[config.mk]
export PLATFORM = sky130hd
export DESIGN_NAME = data_memory_arbiter
export DESIGN_NICKNAME = d
export VERILOG_FILES = /design/src/rtl/data_memory_arbiter.sv
export SDC_FILE = /design/constraint.sdc
export NUM_CORES = 1
export LEC_CHECK = 0
export CORE_AREA = 2 2 120 122
export DETAILED_ROUTE_END_ITERATION = 12
export DIE_AREA = 0 0 122 124
export HOLD_SLACK_MARGIN = 0.15
export MAX_ROUTING_LAYER = met4
export PLACE_DENSITY = 0.79
export SLEW_MARGIN = 25
export SYNTH_ARGS = -nofsm -noshare
export SYNTH_HDL_FRONTEND = slang
export SYNTH_SLANG_ARGS = --single-unit
[constraint.sdc]
create_clock -name i_clock -period 2.2 [get_ports i_clock]
set_clock_uncertainty 0.05 [all_clocks]
set_input_delay 0.33 -clock i_clock [delete_from_list [all_inputs] [get_ports i_clock]]
set_output_delay 0.33 -clock i_clock [all_outputs]
set_load 0.01 [all_outputs]
[src/rtl/data_memory_arbiter.sv]
`timescale 1ns/1ps
// data_memory_arbiter
// Shares one single-port data memory between port 0 (CPU load/store, high
// priority) and port 1 (DMA/debug, low priority, anti-starvation boost).
// Locked sequences keep ownership with one port for atomic read-modify-write.
//
// Ports:
//   i_clock, i_reset           clock, synchronous active-high reset
//   i_mN_req/we/addr/wrMask/wrData/lock   requester N access fields
//   o_mN_ack                   access accepted this cycle (combinational)
//   o_mN_rdData, o_mN_rdValid  registered read data and one-cycle valid pulse
//   o_mem_addr/wrEnable/wrMask/wrData     drive to the memory
//   i_mem_rdData               combinational memory read data
module data_memory_arbiter #(
  parameter int ADDR_WIDTH   = 32,
  parameter int DATA_WIDTH   = 32,
  parameter int STARVE_LIMIT = 4
) (
  input  logic                    i_clock,
  input  logic                    i_reset,
  input  logic                    i_m0_req,
  input  logic                    i_m0_we,
  input  logic [ADDR_WIDTH-1:0]   i_m0_addr,
  input  logic [DATA_WIDTH/8-1:0] i_m0_wrMask,
  input  logic [DATA_WIDTH-1:0]   i_m0_wrData,
  input  logic                    i_m0_lock,
  output logic                    o_m0_ack,
  output logic [DATA_WIDTH-1:0]   o_m0_rdData,
  output logic                    o_m0_rdValid,
  input  logic                    i_m1_req,
  input  logic                    i_m1_we,
  input  logic [ADDR_WIDTH-1:0]   i_m1_addr,
  input  logic [DATA_WIDTH/8-1:0] i_m1_wrMask,
  input  logic [DATA_WIDTH-1:0]   i_m1_wrData,
  input  logic                    i_m1_lock,
  output logic                    o_m1_ack,
  output logic [DATA_WIDTH-1:0]   o_m1_rdData,
  output logic                    o_m1_rdValid,
  output logic [ADDR_WIDTH-1:0]   o_mem_addr,
  output logic                    o_mem_wrEnable,
  output logic [DATA_WIDTH/8-1:0] o_mem_wrMask,
  output logic [DATA_WIDTH-1:0]   o_mem_wrData,
  input  logic [DATA_WIDTH-1:0]   i_mem_rdData
);

  localparam logic [3:0] LIMIT_C = 4'(STARVE_LIMIT);

  typedef enum logic [1:0] {
    ST_FREE  = 2'd0,
    ST_LOCK0 = 2'd1,
    ST_LOCK1 = 2'd2
  } state_e;

  state_e                  state_q, state_d;
  logic [3:0]              starve_q, starve_d;
  logic                    gnt0_s, gnt1_s;
  logic                    ack0_s, ack1_s;
  logic [DATA_WIDTH-1:0]   rd_data0_q, rd_data1_q;
  logic                    rd_valid0_q, rd_valid1_q;

  // Grant selection from the lock state, the requests and the starve counter.
  always_comb begin
    gnt0_s = 1'b0;
    gnt1_s = 1'b0;
    case (state_q)
      ST_FREE: begin
        // Port 1 wins when alone or once it has waited STARVE_LIMIT cycles.
        if (i_m1_req && (!i_m0_req || (starve_q >= LIMIT_C))) begin
          gnt1_s = 1'b1;
        end else if (i_m0_req) begin
          gnt0_s = 1'b1;
        end else begin
          gnt0_s = 1'b0;
          gnt1_s = 1'b0;
        end
      end
      ST_LOCK0: gnt0_s = i_m0_req;
      ST_LOCK1: gnt1_s = i_m1_req;
      default: begin
        gnt0_s = 1'b0;
        gnt1_s = 1'b0;
      end
    endcase
  end

  // Acks are suppressed during reset so no memory write can slip through.
  assign ack0_s   = gnt0_s & i_m0_req & ~i_reset;
  assign ack1_s   = gnt1_s & i_m1_req & ~i_reset;
  assign o_m0_ack = ack0_s;
  assign o_m1_ack = ack1_s;

  // Lock-state next-state and saturating starve counter.
  always_comb begin
    state_d = state_q;
    case (state_q)
      ST_FREE: begin
        if (ack0_s && i_m0_lock) begin
          state_d = ST_LOCK0;
        end else if (ack1_s && i_m1_lock) begin
          state_d = ST_LOCK1;
        end else begin
          state_d = ST_FREE;
        end
      end
      ST_LOCK0: begin
        // Owner releases explicitly or abandons by dropping its request.
        if (!i_m0_req || (ack0_s && !i_m0_lock)) begin
          state_d = ST_FREE;
        end else begin
          state_d = ST_LOCK0;
        end
      end
      ST_LOCK1: begin
        if (!i_m1_req || (ack1_s && !i_m1_lock)) begin
          state_d = ST_FREE;
        end else begin
          state_d = ST_LOCK1;
        end
      end
      default: state_d = ST_FREE;
    endcase

    if (i_m1_req && !ack1_s) begin
      starve_d = (starve_q >= LIMIT_C) ? LIMIT_C : (starve_q + 4'd1);
    end else begin
      starve_d = 4'd0;
    end
  end

  // Memory drive: granted port's fields, port 0's fields when idle.
  always_comb begin
    if (gnt1_s) begin
      o_mem_addr   = i_m1_addr;
      o_mem_wrMask = i_m1_wrMask;
      o_mem_wrData = i_m1_wrData;
    end else begin
      o_mem_addr   = i_m0_addr;
      o_mem_wrMask = i_m0_wrMask;
      o_mem_wrData = i_m0_wrData;
    end
    o_mem_wrEnable = (ack0_s & i_m0_we) | (ack1_s & i_m1_we);
  end

  // State, counter and read-return registers.
  always_ff @(posedge i_clock) begin
    if (i_reset) begin
      state_q     <= ST_FREE;
      starve_q    <= 4'd0;
      rd_valid0_q <= 1'b0;
      rd_valid1_q <= 1'b0;
      rd_data0_q  <= '0;
      rd_data1_q  <= '0;
    end else begin
      state_q     <= state_d;
      starve_q    <= starve_d;
      rd_valid0_q <= ack0_s & ~i_m0_we;
      rd_valid1_q <= ack1_s & ~i_m1_we;
      if (ack0_s && !i_m0_we) begin
        rd_data0_q <= i_mem_rdData;
      end
      if (ack1_s && !i_m1_we) begin
        rd_data1_q <= i_mem_rdData;
      end
    end
  end

  // A reset arriving right after an acked read cancels the pending pulse.
  assign o_m0_rdValid = rd_valid0_q & ~i_reset;
  assign o_m1_rdValid = rd_valid1_q & ~i_reset;
  assign o_m0_rdData  = rd_data0_q;
  assign o_m1_rdData  = rd_data1_q;

endmodule

* Word-level counts from Yosys, hierarchy flattened *
Cells that the tools add are included.

operators by class
  add/sub/neg operators = 1
  magnitude comparators = 1
  equality and inequality tests = 2
  muxes and demuxes = 14
  bitwise operators = 15
  reduce and logical (&&, ||, !) cells = 21

operators by type and width
  kind                                                                   number
  32-bit 2-to-1 mux                                                      2
  1-bit AND                                                              10
  1-bit logical AND                                                      8
  1-bit logical NOT                                                      7
  2-bit 2-to-1 mux                                                       3
  2-bit one-hot mux with 3 select lines                                  1
  4-bit by 1-bit adder with 4-bit output, second input constant          1
  4-bit by 3-bit >= comparator with 1-bit output, second input constant  1
  1-bit 2-to-1 mux                                                       4
  4-bit 2-to-1 mux                                                       1
  1-bit NOT                                                              4
  1-bit one-hot mux with 2 select lines                                  2
  1-bit logical OR                                                       3
  3-bit 2-to-1 mux                                                       1
  3-bit OR reduction                                                     1
  2-bit by 1-bit == test with 1-bit output, second input constant        1
  2-bit == test, second input constant                                   1
  2-bit logical NOT                                                      1
  2-bit OR reduction                                                     1
  1-bit bitwise OR                                                       1

storage, ports and cells
  register bits = 72
  bits of input ports = 176
  output and inout port bits = 137
  word-level logic and storage cells = 61

* Longest topological paths before layout *
  depth after elaboration = 11
  depth in mapped cells = 6
  depth with buffers taken out = 3

* Worst setup path after synthesis *
Ideal clock, no wire load.

  kind = flip-flop to output port
  start = register starve_q[2]
  end = output o_mem_addr[25]
  arrival = 1.666 ns
  data required time = 1.820 ns
  path slack = 0.154 ns
  cell stages (with the launch flop) = 7
  path buffers = 3
  cells stage by stage = dfxtp_1 or4b_1 buf_2 nand2b_4 buf_12 buf_8 mux2_1

on the way
  longest elaborated chain between the ends = 6

RTL lines
  element                                         line  source
  from (decl)                                     55    logic [3:0] starve_q, starve_d;
  from (signal assigned)                          155   starve_q <= starve_d;
  4-bit by 3-bit >= comparator with 1-bit output  68    if (i_m1_req && (!i_m0_req || (starve_q >= LIMIT_C))) begin
  1-bit logical OR                                68
  1-bit logical AND                               68
  1-bit 2-to-1 mux                                68
  1-bit one-hot mux with 2 select lines           65    case (state_q)
  32-bit 2-to-1 mux                               132   if (gnt1_s) begin
  to (decl)                                       39    output logic [ADDR_WIDTH-1:0] o_mem_addr,

Every way passes these cells.

* Final worst setup path *
  start = register state_q[1]
  end = output o_mem_wrData[12]

on the way
  longest elaborated chain between the ends = 3
  elaborated cells between the ends (all ways) = 4
  classes of those cells = eq/ne: 1; mux: 2; reduce/logical: 1

RTL lines
  element                                                    line  source
  from (decl)                                                54    state_e state_q, state_d;
  from (signal assigned)                                     154   state_q <= state_d;
  2-bit == test / 2-bit logical NOT (equally long branches)  65
  1-bit one-hot mux with 2 select lines *                    65
  32-bit 2-to-1 mux *                                        132
  to (decl)                                                  42    output logic [DATA_WIDTH-1:0] o_mem_wrData,

Every way passes the cells marked *; elsewhere a longest branch is shown, timed or not.

==> results.md <==
Run status:
- The flow ran to the end, but the final reports show violations.
- The final reports fail on setup timing.

Floorplanning:
- The die is 124 um tall.
- The region available for standard cell placement spans 0.01372 mm^2.
- The die area is 0.01513 mm^2.
- Row generation in the floorplan step produced 43 rows.
- The die outline width is 122 um.
- In this run the count of I/O pins placed on the die edge is 313.
- Once the floorplan was initialized, standard cells occupied 29.95% of the core.

Placement:
- The placer congestion estimate is 0.8985.
- During placement, the flow inserted port buffers numbering 312.
- Summed over all nets, the half-perimeter wirelength after detailed placement is 14.24 mm.
- The cell count after placement is 883.

Clock network:
- The maximum level of the CTS H-tree is 3.
- The insertion delay of the later-clocked pin in the worst-skew pair is 0.32 ns.
- TritonCTS built the clock tree.
- The count of clock tree sinks is 72.
- The total clock buffers created by CTS is 9.
- Clock-pin slew was measured on the worst setup and hold paths at 0.05 ns.
- The number of buffers on the longest clock path is 2.
- CTS placed an instance of clkbuf_16 at the clock tree root.

STA:
- The count of final setup violators is 70.
- The number of hold violations in the final report is 0.
- Setup repair after global routing could not meet its margin everywhere.
- The final worst-path setup slack is -0.3863 ns.
- The count of final max-slew check failures is 0.
- The minimum period implied by the final worst setup slack is 2.586 ns.
- The highest achievable clock rate is 386.7 MHz.
- The worst path uses 117.6% of the clock period.

Global route:
- The first global-routing pass estimated 26.82 mm of wire.
- The global-route usage over all layers is 24.43%.
- Global routing finished with a remaining overflow of 0.
- The maximum number of pins on one net before global-route repair is 52.
- The number of antenna violations at the first check in global routing was 1.
- The via count of the first global-routing pass was 4542.

Pwr:
- Across the VDD grid, the largest voltage drop is 0.0004305 V.
- The leakage power of the design is 0.003423 uW.
- In this run the power density over the cells is 509.4 mW/mm^2.

Setup path:
- The startpoint type of the worst setup path is a flop.
- The worst setup path is captured at a primary output.
- The maximum fanout along the worst path is 7.
- The critical path required time is 1.82 ns.
- The worst setup path is of the reg2out kind.
- The endpoint arrival time on the critical path is 2.21 ns.

Synthesis:
- Counting flops and latches in the post-synthesis netlist gives 72.
- The library cell with the highest instance count after synthesis is dfxtp_1.
- By count the netlist is led by dfxtp_1, nand2b_1, mux2_4, o21ai_0.
- The number of cells produced by synthesis is 401.
- By area the synthesized netlist is led by dfxtp_1, mux2_4, nand2b_1.
- The most common flop cell mapped by yosys is dfxtp_1.
- The mapped cell area is 0.004109 mm^2.
- The net count of the mapped netlist is 578.
- The count of flip-flops with a built-in enable after synthesis is 0.
- For this run, the register share of the synthesized area comes to 35.08%.
- The fraction of registers with async set or reset after synthesis is 0%.
- The biggest area contributor in the post-synthesis netlist is dfxtp_1.
- The number of warning messages in the yosys log is 0.
- The distinct cell type count after synthesis is 31.
- The top-area cell type share of the netlist area is 35.08%.
- Each instance of the synthesized netlist takes up on average 10.25 um^2.

Route:
- The detailed router finished its first iteration with 272 violations.
- The average wire per cell in the routed design is 20.95 um.
- The routed design has 19.30 mm of wire.
- The count of TritonRoute iterations in the first routing pass is 5.
- Detailed routing inserted a total of 4408 vias.
- The count of nets left with antenna violations once routing finished came out at 0.
- In the routed layout, each cell is associated on average with a via count of 4.786.
- After detailed routing, the number of remaining DRC violations is 0.

Hold path:
- The worst min-delay path category is in2reg.

Final layout:
- The fraction of final layout cells with drive strength greater than 1 is 28.51%.
- At the end of the flow, the number of nets in the layout was 913.
- Leaving out filler cells and counting taps, the final layout contains 921.
- The utilization of the core after routing is 60.35%.
- The layout overhead on the synthesized area is 101.5%.

Flow run:
- The tool flagged a number of max-cap violations equal to 0.
==> final timing paths <==
path	cells after the start	start	end	slack, ns
hold / removal	2	i_reset	state_q[1]	0.34
hold reg to reg	1	starve_q[0]	starve_q[0]	0.39
setup / recovery	8	state_q[1]	o_mem_wrData[12]	-0.39
setup reg to reg	8	state_q[1]	state_q[1]	0.50
==> where the power goes <==
part / internal [uW] / leakage, uW / switching [uW]
combinational: 997 / 0.00271 / 565
clock: 750 / 0.000125 / 508
sequential: 1370 / 0.000588 / 31.8
total: 3110 / 0.00342 / 1100
==> critical path, stage by stage, from the launching register on <==
cell,delay (ns)
dfxtp_2,0.32
or4b_4,0.56
nand2b_4,0.12
buf_12,0.11
buf_6,0.09
buf_6,0.11
buf_12,0.13
mux2_4,0.32
buf_6,0.12
==> cell usage in the layout (no fill, tap or decap), types with 2 or more instances in the layout <==
cell and instances:
buf_2 3, clkinv_2 3, nand3_1 32, nor2_1 4, dfxtp_1 70, nand2b_1 67
nor3_1 4, buf_16 7, nor3b_1 3, clkdlybuf4s50_1 238, o21ai_0 33, buf_4 21
clkbuf_16 10, nor2b_1 3, buf_6 73, buf_8 2, clkbuf_1 2, mux2i_1 32
dlygate4sd2_1 3, buf_12 11, dfxtp_2 2, a21oi_1 32, mux2_4 68
==> registers in the layout, indices dropped and copies added (netlist names) <==
signal and flops:
starve_q 4, rd_valid1_q 1, o_m1_rdData 32, state_q 2
rd_valid0_q 1, o_m0_rdData 32
==> layer usage <==
layer | vias up | part of all wire (%) | GRT usage [%]
li1 | 2067 | - | -
met1 | 2113 | 36 | 25.88
met2 | 197 | 52 | 43.05
met3 | 31 | 9.1 | 8.196
met4 | 0 | 2.3 | 7.830
met5 | - | 0 | -
==> through the flow <==
step	total power [uW]	hold slack [ns]	setup slack (ns)	setup TNS [ns]	cell area, um^2
after floorplan	1985	0.3556	0.1544	0	4109
after global placement	2752	0.3662	-0.7766	-51.31	7482
after detailed placement	2774	0.3843	-0.8269	-54.60	7482
after CTS	4236	0.3092	-0.3766	-22.28	8212
after global routing	4392	0.3574	-0.4381	-26.14	8279
final	4217	0.3372	-0.3863	-22.60	8279
==> what timing repair did <==
| item | CTS | global route |
|---|---|---|
| setup buffers | 13 | 4 |
| endpoints found under the setup margin | 71 | 70 |
| pin swaps | 1 | 1 |
| hold buffers | 0 | 0 |
| resized for setup | 394 | 7 |
| cloned | 7 | 1 |
==> area by class of cell <==
cell class / count / area [um^2]
sequential: 72 / 1444
antenna: 1 / 2.502
multi-input combinational: 292 / 2466
fill: 1098 / 5440
clock inverter: 4 / 22.52
tap: 180 / 225.2
clock buffer: 11 / 232.7
timing repair buffer: 360 / 3882
inverter: 1 / 3.754
==> cell families after synthesis <==
logic type / share of synthesized area, %
compound gates: 8.435
fa+ha+maj: 0.3045
buf+inv: 6.547
flops: 35.08
mux: 31.91
other cells: 0.09126
simple gates: 17.63
(Power assumes the default switching activity.)
